File: src/rtl/buffer_fill_ctrl.sv
// Window fill sequencer: streams a 4x4 byte window from a byte-wide synchronous
// memory into four 1x4 row buffers, then offers the window with valid/ready.
module buffer_fill_ctrl #(
  parameter int ADDR_W = 16
) (
  input  logic              clk_i,
  input  logic              rst_n_i,
  input  logic              start_i,
  input  logic [ADDR_W-1:0] base_addr_i,
  input  logic [ADDR_W-1:0] row_stride_i,
  output logic              mem_rd_o,
  output logic [ADDR_W-1:0] mem_addr_o,
  input  logic [7:0]        mem_data_i,
  output logic [3:0]        buf_ld_o,
  output logic [1:0]        buf_col_o,
  output logic [7:0]        buf_data_o,
  output logic              win_valid_o,
  input  logic              win_ready_i,
  output logic              busy_o,
  output logic              done_o
);

  typedef enum logic [1:0] {IDLE, FETCH, DRAIN, HOLD} state_e;

  state_e            state_q, state_d;
  logic [ADDR_W-1:0] base_q, base_d;
  logic [ADDR_W-1:0] stride_q, stride_d;
  logic [ADDR_W-1:0] row_off_q, row_off_d;
  logic [3:0]        idx_q, idx_d;
  logic              done_q, done_d;
  logic              ld_vld_q;
  logic [3:0]        ld_idx_q;

  always_ff @(posedge clk_i or negedge rst_n_i) begin
    if (!rst_n_i) begin
      state_q   <= IDLE;
      base_q    <= '0;
      stride_q  <= '0;
      row_off_q <= '0;
      idx_q     <= '0;
      done_q    <= 1'b0;
      ld_vld_q  <= 1'b0;
      ld_idx_q  <= '0;
    end else begin
      state_q   <= state_d;
      base_q    <= base_d;
      stride_q  <= stride_d;
      row_off_q <= row_off_d;
      idx_q     <= idx_d;
      done_q    <= done_d;
      ld_vld_q  <= mem_rd_o;
      ld_idx_q  <= idx_q;
    end
  end

  always_comb begin
    state_d   = state_q;
    base_d    = base_q;
    stride_d  = stride_q;
    row_off_d = row_off_q;
    idx_d     = idx_q;
    done_d    = 1'b0;
    case (state_q)
      IDLE: begin
        if (start_i) begin
          base_d    = base_addr_i;
          stride_d  = row_stride_i;
          row_off_d = '0;
          idx_d     = '0;
          state_d   = FETCH;
        end
      end
      FETCH: begin
        idx_d = idx_q + 4'd1;
        // Row offset accumulates one stride per completed row, avoiding a multiplier.
        if (idx_q[1:0] == 2'd3) row_off_d = row_off_q + stride_q;
        if (idx_q == 4'd15) state_d = DRAIN;
      end
      DRAIN: state_d = HOLD;
      HOLD: begin
        if (win_ready_i) begin
          state_d = IDLE;
          done_d  = 1'b1;
        end
      end
      default: state_d = IDLE;
    endcase
  end

  assign mem_rd_o   = (state_q == FETCH);
  assign mem_addr_o = mem_rd_o ? (base_q + row_off_q + {{(ADDR_W-2){1'b0}}, idx_q[1:0]}) : '0;

  // Loads trail reads by one cycle to line up with the memory's read latency.
  assign buf_ld_o    = ld_vld_q ? (4'b0001 << ld_idx_q[3:2]) : 4'b0000;
  assign buf_col_o   = ld_idx_q[1:0];
  assign buf_data_o  = mem_data_i;
  assign win_valid_o = (state_q == HOLD);
  assign busy_o      = (state_q != IDLE);
  assign done_o      = done_q;

endmodule
File: config.mk
export PLATFORM = sky130hd
export DESIGN_NAME = buffer_fill_ctrl
export DESIGN_NICKNAME = d
export VERILOG_FILES = /design/src/rtl/buffer_fill_ctrl.sv
export SDC_FILE = /design/constraint.sdc
export NUM_CORES = 1
export LEC_CHECK = 0
export CAP_MARGIN = 25
export CORE_AREA = 2 2 112 114
export CTS_CLUSTER_DIAMETER = 200
export DETAILED_ROUTE_END_ITERATION = 10
export DIE_AREA = 0 0 114 116
export PLACE_DENSITY = 0.54
export SLEW_MARGIN = 0
export SYNTH_ARGS = -nofsm -noshare
export SYNTH_HDL_FRONTEND = slang
export SYNTH_SLANG_ARGS = --single-unit
File: constraint.sdc
create_clock -name clk_i -period 3.5 [get_ports clk_i]
set_input_delay 0.35 -clock clk_i [delete_from_list [all_inputs] [get_ports clk_i]]
set_output_delay 0.35 -clock clk_i [all_outputs]
set_load 0.05 [all_outputs]
==> reports/metrics.cfg, run 1 <==
[run_status]
status=finished, violations left
violations=negative setup slack

[sta]
whs_ns=0.1432
finalMaxSlewViolations=0
fin_crit_ns=3.534
setup_viol=1
worst_pin_slew_ns=0.9123
hold_viol=0
period_share_pct=101.0
relSlewSlack_pct=39.18
tns_ns=-0.03446
rsz0062_at_grt=yes
max_freq_mhz=282.9
setup_slack_ns=-0.03446
finalClockSkew_ns=0.006170

[detailed_routing]
finalWirelength_mm=9.060
viasPerCell=5.082
drt_iter0_drc=142
ant_nets=0
post_drt_wl_per_cell_microns=14.83
vias=3105
drt_drc_violations_left=0
dr.pass1.iters=4

[layout]
fin_nets=555
n_fill_cell=1109
utilization_pct=44.56
finalNonFillerCells=611
area_growth_pct=29.57
layout-drive-gt1-share_pct=19.61
diodes=0
finalInstanceArea_sq_um=5308

[worst_setup_path]
required_ns=3.15
crit_arrival_ns=3.18
endpoint_kind=output pin
cp_max_fo=4
crit_path_start=idx_q[1]
reg2reg_from=row_off_q[0]
crit_path_end=mem_addr_o[15]
rr_endpoint=row_off_q[14]
crit_path_start_kind=flop
rr_worst_depth=9
worst-r2r-setup-slack_ns=0.93
worstSetupPathType=flop to output pin

[clocking]
cts_max_level=3
clk_latency_ns=0.33
clockRootBuffer=clkbuf_16
postCtsHoldBufs=0
cts_tree=yes
cts.sinks=60
path_clk_slew_ns=0.05
cts_buffers=9
clk_path_buf_depth=2

[power]
vdd_ir_drop_max_v=0.0003373
p_leak_nw=2.461
power.density_cell_area_nw_per_um2=898.1

[run]
drv_cap=0

[global_route]
grt_max_degree=40
overflow=0
grt_antenna_before_repair=0
grt.total_usage_pct=14.64
grt_pass1_wl_mm=14.98
grt_pass1_vias=3014

[placed_design]
numPortBuffers=61
dpl_cell_area_sq_um=4878
place_hpwl_mm=6.952
place_inst=593
place_congestion=0.8180

[synth]
syn_nets=495
synth-async-reset-ratio_pct=100.0
mappedNetlistArea_sq_um=4096
ys_warn_count=0
synth_edf_count=0
synth-main-ff-cell=dfrtp_1
synthCells=399
syn-mean-instance-area_sq_um=10.27
ys_top_cells_by_area=dfrtp_1, ha_1, mux2_2, nand2_1, o21ai_0
yosys.area.top_type_share_pct=36.65
ys_seq_area_share_pct=36.65
ys_types=56
synth_top_area_cell=dfrtp_1
ys_ff_latch=60

[die]
rows=40
die-height_microns=116
coreArea_sq_um=11910
dieArea_sq_um=13220
io_pins=78
die-width_microns=114
start_util_pct=34.39

[worst_hold_path]
holdCritPathClass=input pin to asynchronous set/reset pin

[per-stage QoR]
stage / power, mW / setup slack (ns)
floorplan: 2.984 / 0.09629
global placement: 3.656 / 0.1389
detailed placement: 3.687 / 0.1242
CTS: 4.734 / 0.001991
global route: 5.110 / -0.1091
finish: 4.767 / -0.03446
[state kept, by name, indices dropped and copies added (netlist names)]
register,flops
idx_q,4
base_q,16
done_o,1
ld_idx_q,4
stride_q,16
row_off_q,16
ld_vld_q,1
state_q,2
[Yosys cell counts (8+ instances only)]
| cell | number |
|---|---|
| a21o_1 | 14 |
| nand2_1 | 34 |
| xor2_1 | 8 |
| mux2_2 | 32 |
| a21oi_1 | 22 |
| inv_1 | 13 |
| dfrtp_1 | 60 |
| xnor2_1 | 11 |
| buf_4 | 10 |
| nand3_1 | 10 |
| nor2_1 | 16 |
| ha_1 | 48 |
| and2_1 | 13 |
| o21ai_0 | 25 |
[final cells by class]
| cell class | instances | area (sq um) | area share, % |
|---|---|---|---|
| Clock buffer | 11 | 252.7 | 4.762 |
| Inverter | 13 | 48.80 | 0.9194 |
| Multi-Input combinational cell | 306 | 2490 | 46.91 |
| Tap cell | 147 | 183.9 | 3.465 |
| Clock inverter | 5 | 83.83 | 1.579 |
| Timing Repair Buffer | 69 | 745.7 | 14.05 |
| Sequential cell | 60 | 1503 | 28.31 |
[where the power goes]
group	total (mW)	leakage, nW	switching [mW]	internal [mW]
clock network	0.985	0.158	0.323	0.662
registers	1.15	0.757	0.194	0.956
logic	2.63	1.55	1.48	1.15
[layout by cell type (no fill, tap or decap), types with 3 or more instances in the layout]
cell	netlist	layout
dfrtp_1	60	59
nand3_1	10	10
clkdlybuf4s50_1	0	49
fa_2	0	3
xnor2_1	11	11
a21oi_1	22	20
mux2_2	32	32
nand2_1	34	34
nor3_1	3	3
nand4_1	4	4
o21a_1	5	5
inv_1	13	13
and2_1	13	12
clkbuf_16	0	9
a21o_1	14	14
o21ai_0	25	24
nor2b_1	3	3
o21ai_1	5	3
nand2b_1	3	3
and3_1	4	4
buf_4	10	11
o21ai_2	1	4
buf_12	0	6
nor2_1	16	16
ha_1	48	47
xor2_1	8	8
[worst max-delay path: stages, from the launching register on]
cell,delay (ns)
dfrtp_1,0.40
fa_2,0.51
ha_4,0.19
fa_2,0.36
a21o_1,0.17
a21o_1,0.18
a21oi_2,0.20
o21ai_2,0.12
nand3_1,0.10
or4b_4,0.46
buf_8,0.16
[kinds of logic after synthesis]
logic type	Yosys count	share of synthesized area, %
compound gates	96	16.25
mux	33	9.041
xor+xnor	19	4.062
buf+inv	33	3.940
flops	60	36.65
fa+ha+maj	52	16.62
simple gates	106	13.44
[what timing repair did]
item                                    CTS  global route
hold endpoints to repair                  0             0
endpoints found under the setup margin    6             7
gates cloned                              0             0
buffers inserted                          0             2
resized for setup                        10             8
pin swaps                                 4            11
[how the worst min path moves through the flow]
stage / start / end / slack [ns] / cells after the start
3_3_place_gp: idx_q[2] / ld_idx_q[2] / 0.46 / 0
4_1_cts: rst_n_i / stride_q[2] / 0.17 / 1
3_5_place_dp: idx_q[2] / ld_idx_q[2] / 0.46 / 0
2_1_floorplan: rst_n_i / base_q[0] / 0.05 / 0
6_report: rst_n_i / stride_q[10] / 0.14 / 1
5_1_grt: rst_n_i / stride_q[6] / 0.23 / 1
[per-layer routing]
metal | track usage, % | routed length [microns]
met1 | 18.94 | 4208
met2 | 24.05 | 4360
met3 | 1.726 | 266
met4 | 7.967 | 224
met5 | 0 | 0
(Power assumes the default switching activity.)
==> inputs of run 2 (changes only) <==
--- a/config.mk
+++ b/config.mk
@@ -6,11 +6,11 @@
 export NUM_CORES = 1
 export LEC_CHECK = 0
 export CAP_MARGIN = 25
-export CORE_AREA = 2 2 112 114
+export CORE_AREA = 2 2 81 114
 export CTS_CLUSTER_DIAMETER = 200
 export DETAILED_ROUTE_END_ITERATION = 10
-export DIE_AREA = 0 0 114 116
-export PLACE_DENSITY = 0.54
+export DIE_AREA = 0 0 83 116
+export PLACE_DENSITY = 0.72
 export SLEW_MARGIN = 0
 export SYNTH_ARGS = -nofsm -noshare
 export SYNTH_HDL_FRONTEND = slang
==> run 2 against run 1 <==
Against the previous run:
- the flow still finishes with violations (negative setup slack)
- critical path type unchanged
- wire length down 4.4%
- setup slack better by 0.0026 ns
- final area down 0.75%
- critical endpoint unchanged
==> reports/metrics.cfg, run 2 (synthesized netlist as in run 1, its figures left out) <==
[clocking]
clockRootBuffer=clkbuf_16  ; unchanged
path_clk_slew_ns=0.06  ; was 0.05 ns
cts_tree=yes  ; unchanged
cts_max_level=3  ; unchanged
cts.sinks=60  ; unchanged
clk_latency_ns=0.33  ; about the same
clk_path_buf_depth=2  ; unchanged
cts_buffers=9  ; unchanged

[detailed_routing]
dr.pass1.iters=5  ; was 4
ant_nets=0  ; unchanged
vias=3134  ; was 3105
finalWirelength_mm=8.663  ; was 9.060 mm
post_drt_wl_per_cell_microns=15.17  ; was 14.83 microns
viasPerCell=5.489  ; was 5.082
drt_drc_violations_left=0  ; unchanged
drt_iter0_drc=108  ; was 142

[run_status]
status=finished, violations left  ; unchanged
violations=negative setup slack  ; unchanged

[layout]
area_growth_pct=28.59  ; was 29.57%
layout-drive-gt1-share_pct=19.74  ; was 19.61%
layout_common_cells=dfrtp_1, clkdlybuf4s50_1, ha_1  ; unchanged
utilization_pct=61.55  ; was 44.56%
diodes=0  ; unchanged
mostFrequentLayoutCell=dfrtp_1  ; unchanged
reg_top3=base_q: 16 flops, row_off_q: 16 flops, stride_q: 16 flops  ; unchanged
fin_nets=557  ; was 555
n_fill_cell=689  ; was 1109

[sta]
fin_crit_ns=3.532  ; was 3.534 ns
whs_ns=0.4474  ; was 0.1432 ns
rsz0062_at_grt=yes  ; unchanged
setup_viol=1  ; unchanged
worst_pin_slew_ns=0.6828  ; was 0.9123 ns
hold_viol=0  ; unchanged
finalClockSkew_ns=0.009788  ; was 0.006170 ns
setup_slack_ns=-0.03187  ; was -0.03446 ns
max_freq_mhz=283.1  ; was 282.9 MHz
finalMaxSlewViolations=0  ; unchanged
relSlewSlack_pct=54.31  ; was 39.18%
period_share_pct=100.9  ; was 101.0%

[power]
pwr-share-seq_pct=24.0  ; was 24.1%
p_clk_share_pct=20.5  ; was 20.7%
p_comb_share_pct=55.5  ; was 55.2%
total_power_mw=4.780  ; was 4.767 mW
power.switching_mw=2.017  ; was 1.999 mW
swShare_pct=42.19  ; was 41.93%
power.internal_mw=2.763  ; was 2.768 mW
vdd_ir_drop_max_v=0.0005638  ; was 0.0003373 V
p_leak_nw=2.475  ; was 2.461 nW
power.density_cell_area_nw_per_um2=907.4  ; was 898.1 nW/um^2

[die]
dieArea_sq_um=9628  ; was 13220 sq um
die-width_microns=83  ; was 114 microns
coreArea_sq_um=8558  ; was 11910 sq um
io_pins=78  ; unchanged
rows=40  ; unchanged
die-height_microns=116  ; unchanged
start_util_pct=47.87  ; was 34.39%

[worst_setup_path]
slowest_stage=fa_2  ; unchanged
worstSetupPathType=flop to output pin  ; unchanged
crit_arrival_ns=3.18  ; about the same
max_stage_delay_ns=0.50  ; was 0.51 ns
crit_path_start_kind=flop  ; unchanged
required_ns=3.15  ; about the same
crit_chain=fa_2 > ha_4 > fa_2 > a21o_1 > a21o_1 > a21oi_2 > o21ai_2 > nand3_1 > or4b_4 > buf_8  ; unchanged
endpoint_kind=output pin  ; unchanged
cp_max_fo=4  ; unchanged

[global_route]
grt_antenna_before_repair=0  ; unchanged
overflow=0  ; unchanged
grt.total_usage_pct=19.21  ; was 14.64%
grt_max_degree=46  ; was 40
grt_pass1_vias=3248  ; was 3014
grt_pass1_wl_mm=14.87  ; was 14.98 mm

[run]
drv_cap=0  ; unchanged

[placed_design]
place_ws_ns=0.06602  ; was 0.1242 ns
numPortBuffers=61  ; unchanged
place_congestion=0.8745  ; was 0.8180
place_hpwl_mm=6.417  ; was 6.952 mm

[worst_hold_path]
holdCritPathClass=input pin to asynchronous set/reset pin  ; unchanged

[run 2: power groups by stage]
stage                     registers, mW  logic (mW)  clock network (mW)
after floorplan                    1.10        1.89                   0
after global placement             1.15        2.48                   0
after detailed placement           1.16        2.54                   0
after CTS                          1.15        2.60               0.993
after global routing               1.19        2.90                1.02
final                              1.15        2.65               0.978
[run 2: metal layers]
metal | track usage (%) | vias to the layer above | share of wire [%]
met3 | 3.134 | 16 | 3.8
met1 | 22.26 | 1474 | 42
met2 | 34.73 | 75 | 52
met5 | 0 | - | 0
li1 | - | 1569 | -
met4 | 9.180 | 0 | 2.4
[run 2: cell type report]
| cell class | count | area [sq um] | share of cell area (%) |
|---|---|---|---|
| Multi-Input combinational cell | 306 | 2486 | 47.20 |
| Sequential cell | 60 | 1501 | 28.50 |
| Timing Repair Buffer | 71 | 763.2 | 14.49 |
| Clock buffer | 11 | 252.7 | 4.798 |
| Tap cell | 105 | 131.4 | 2.494 |
| Clock inverter | 5 | 83.83 | 1.591 |
| Inverter | 13 | 48.80 | 0.9264 |
[run 2: worst paths after layout]
check | from | endpoint | slack, ns | cells after the start
worst max register to register | row_off_q[0] | row_off_q[14] | 0.89 | 9
worst min-delay path | rst_n_i | stride_q[1] | 0.45 | 2
worst max-delay path | base_q[1] | mem_addr_o[15] | -0.03 | 10
max in group asynchronous | rst_n_i | stride_q[14] | 2.30 | 4
worst min register to register | idx_q[2] | ld_idx_q[2] | 0.47 | 0
min in group clk_i | idx_q[2] | ld_idx_q[2] | 0.47 | 0
[run 2: critical path, delay by kind of cell, from the launching register on]
kind            cells  cell delay, ns
compound gates      4            0.69
fa+ha+maj           3            1.02
buf+inv             1            0.17
flops               1            0.40
simple gates        2            0.56
[run 2: through the flow]
step / instance area [sq um] / cells / TNS (ns)
after floorplan: 4096 / 399 / 0
after global placement: 4826 / 551 / 0
after detailed placement: 4826 / 551 / 0
after CTS: 5192 / 567 / -0.02588
after global routing: 5268 / 571 / -0.2875
final: 5268 / 571 / -0.03187
[run 2: what timing repair did]
item,in CTS,in global routing
endpoints found under the hold margin,0,13
setup buffers,0,2
gates resized for setup,10,6
setup endpoints to repair,8,7
pin swaps,4,5
hold buffers,0,1
==> inputs of run 3 (changes only) <==
--- a/config.mk
+++ b/config.mk
@@ -8,6 +8,7 @@
 export CAP_MARGIN = 25
 export CORE_AREA = 2 2 81 114
 export CTS_CLUSTER_DIAMETER = 200
+export CTS_CLUSTER_SIZE = 25
 export DETAILED_ROUTE_END_ITERATION = 10
 export DIE_AREA = 0 0 83 116
 export PLACE_DENSITY = 0.72
==> results of run 3 <==
No change in the layout: final DEF, timing and power equal those of run 2.
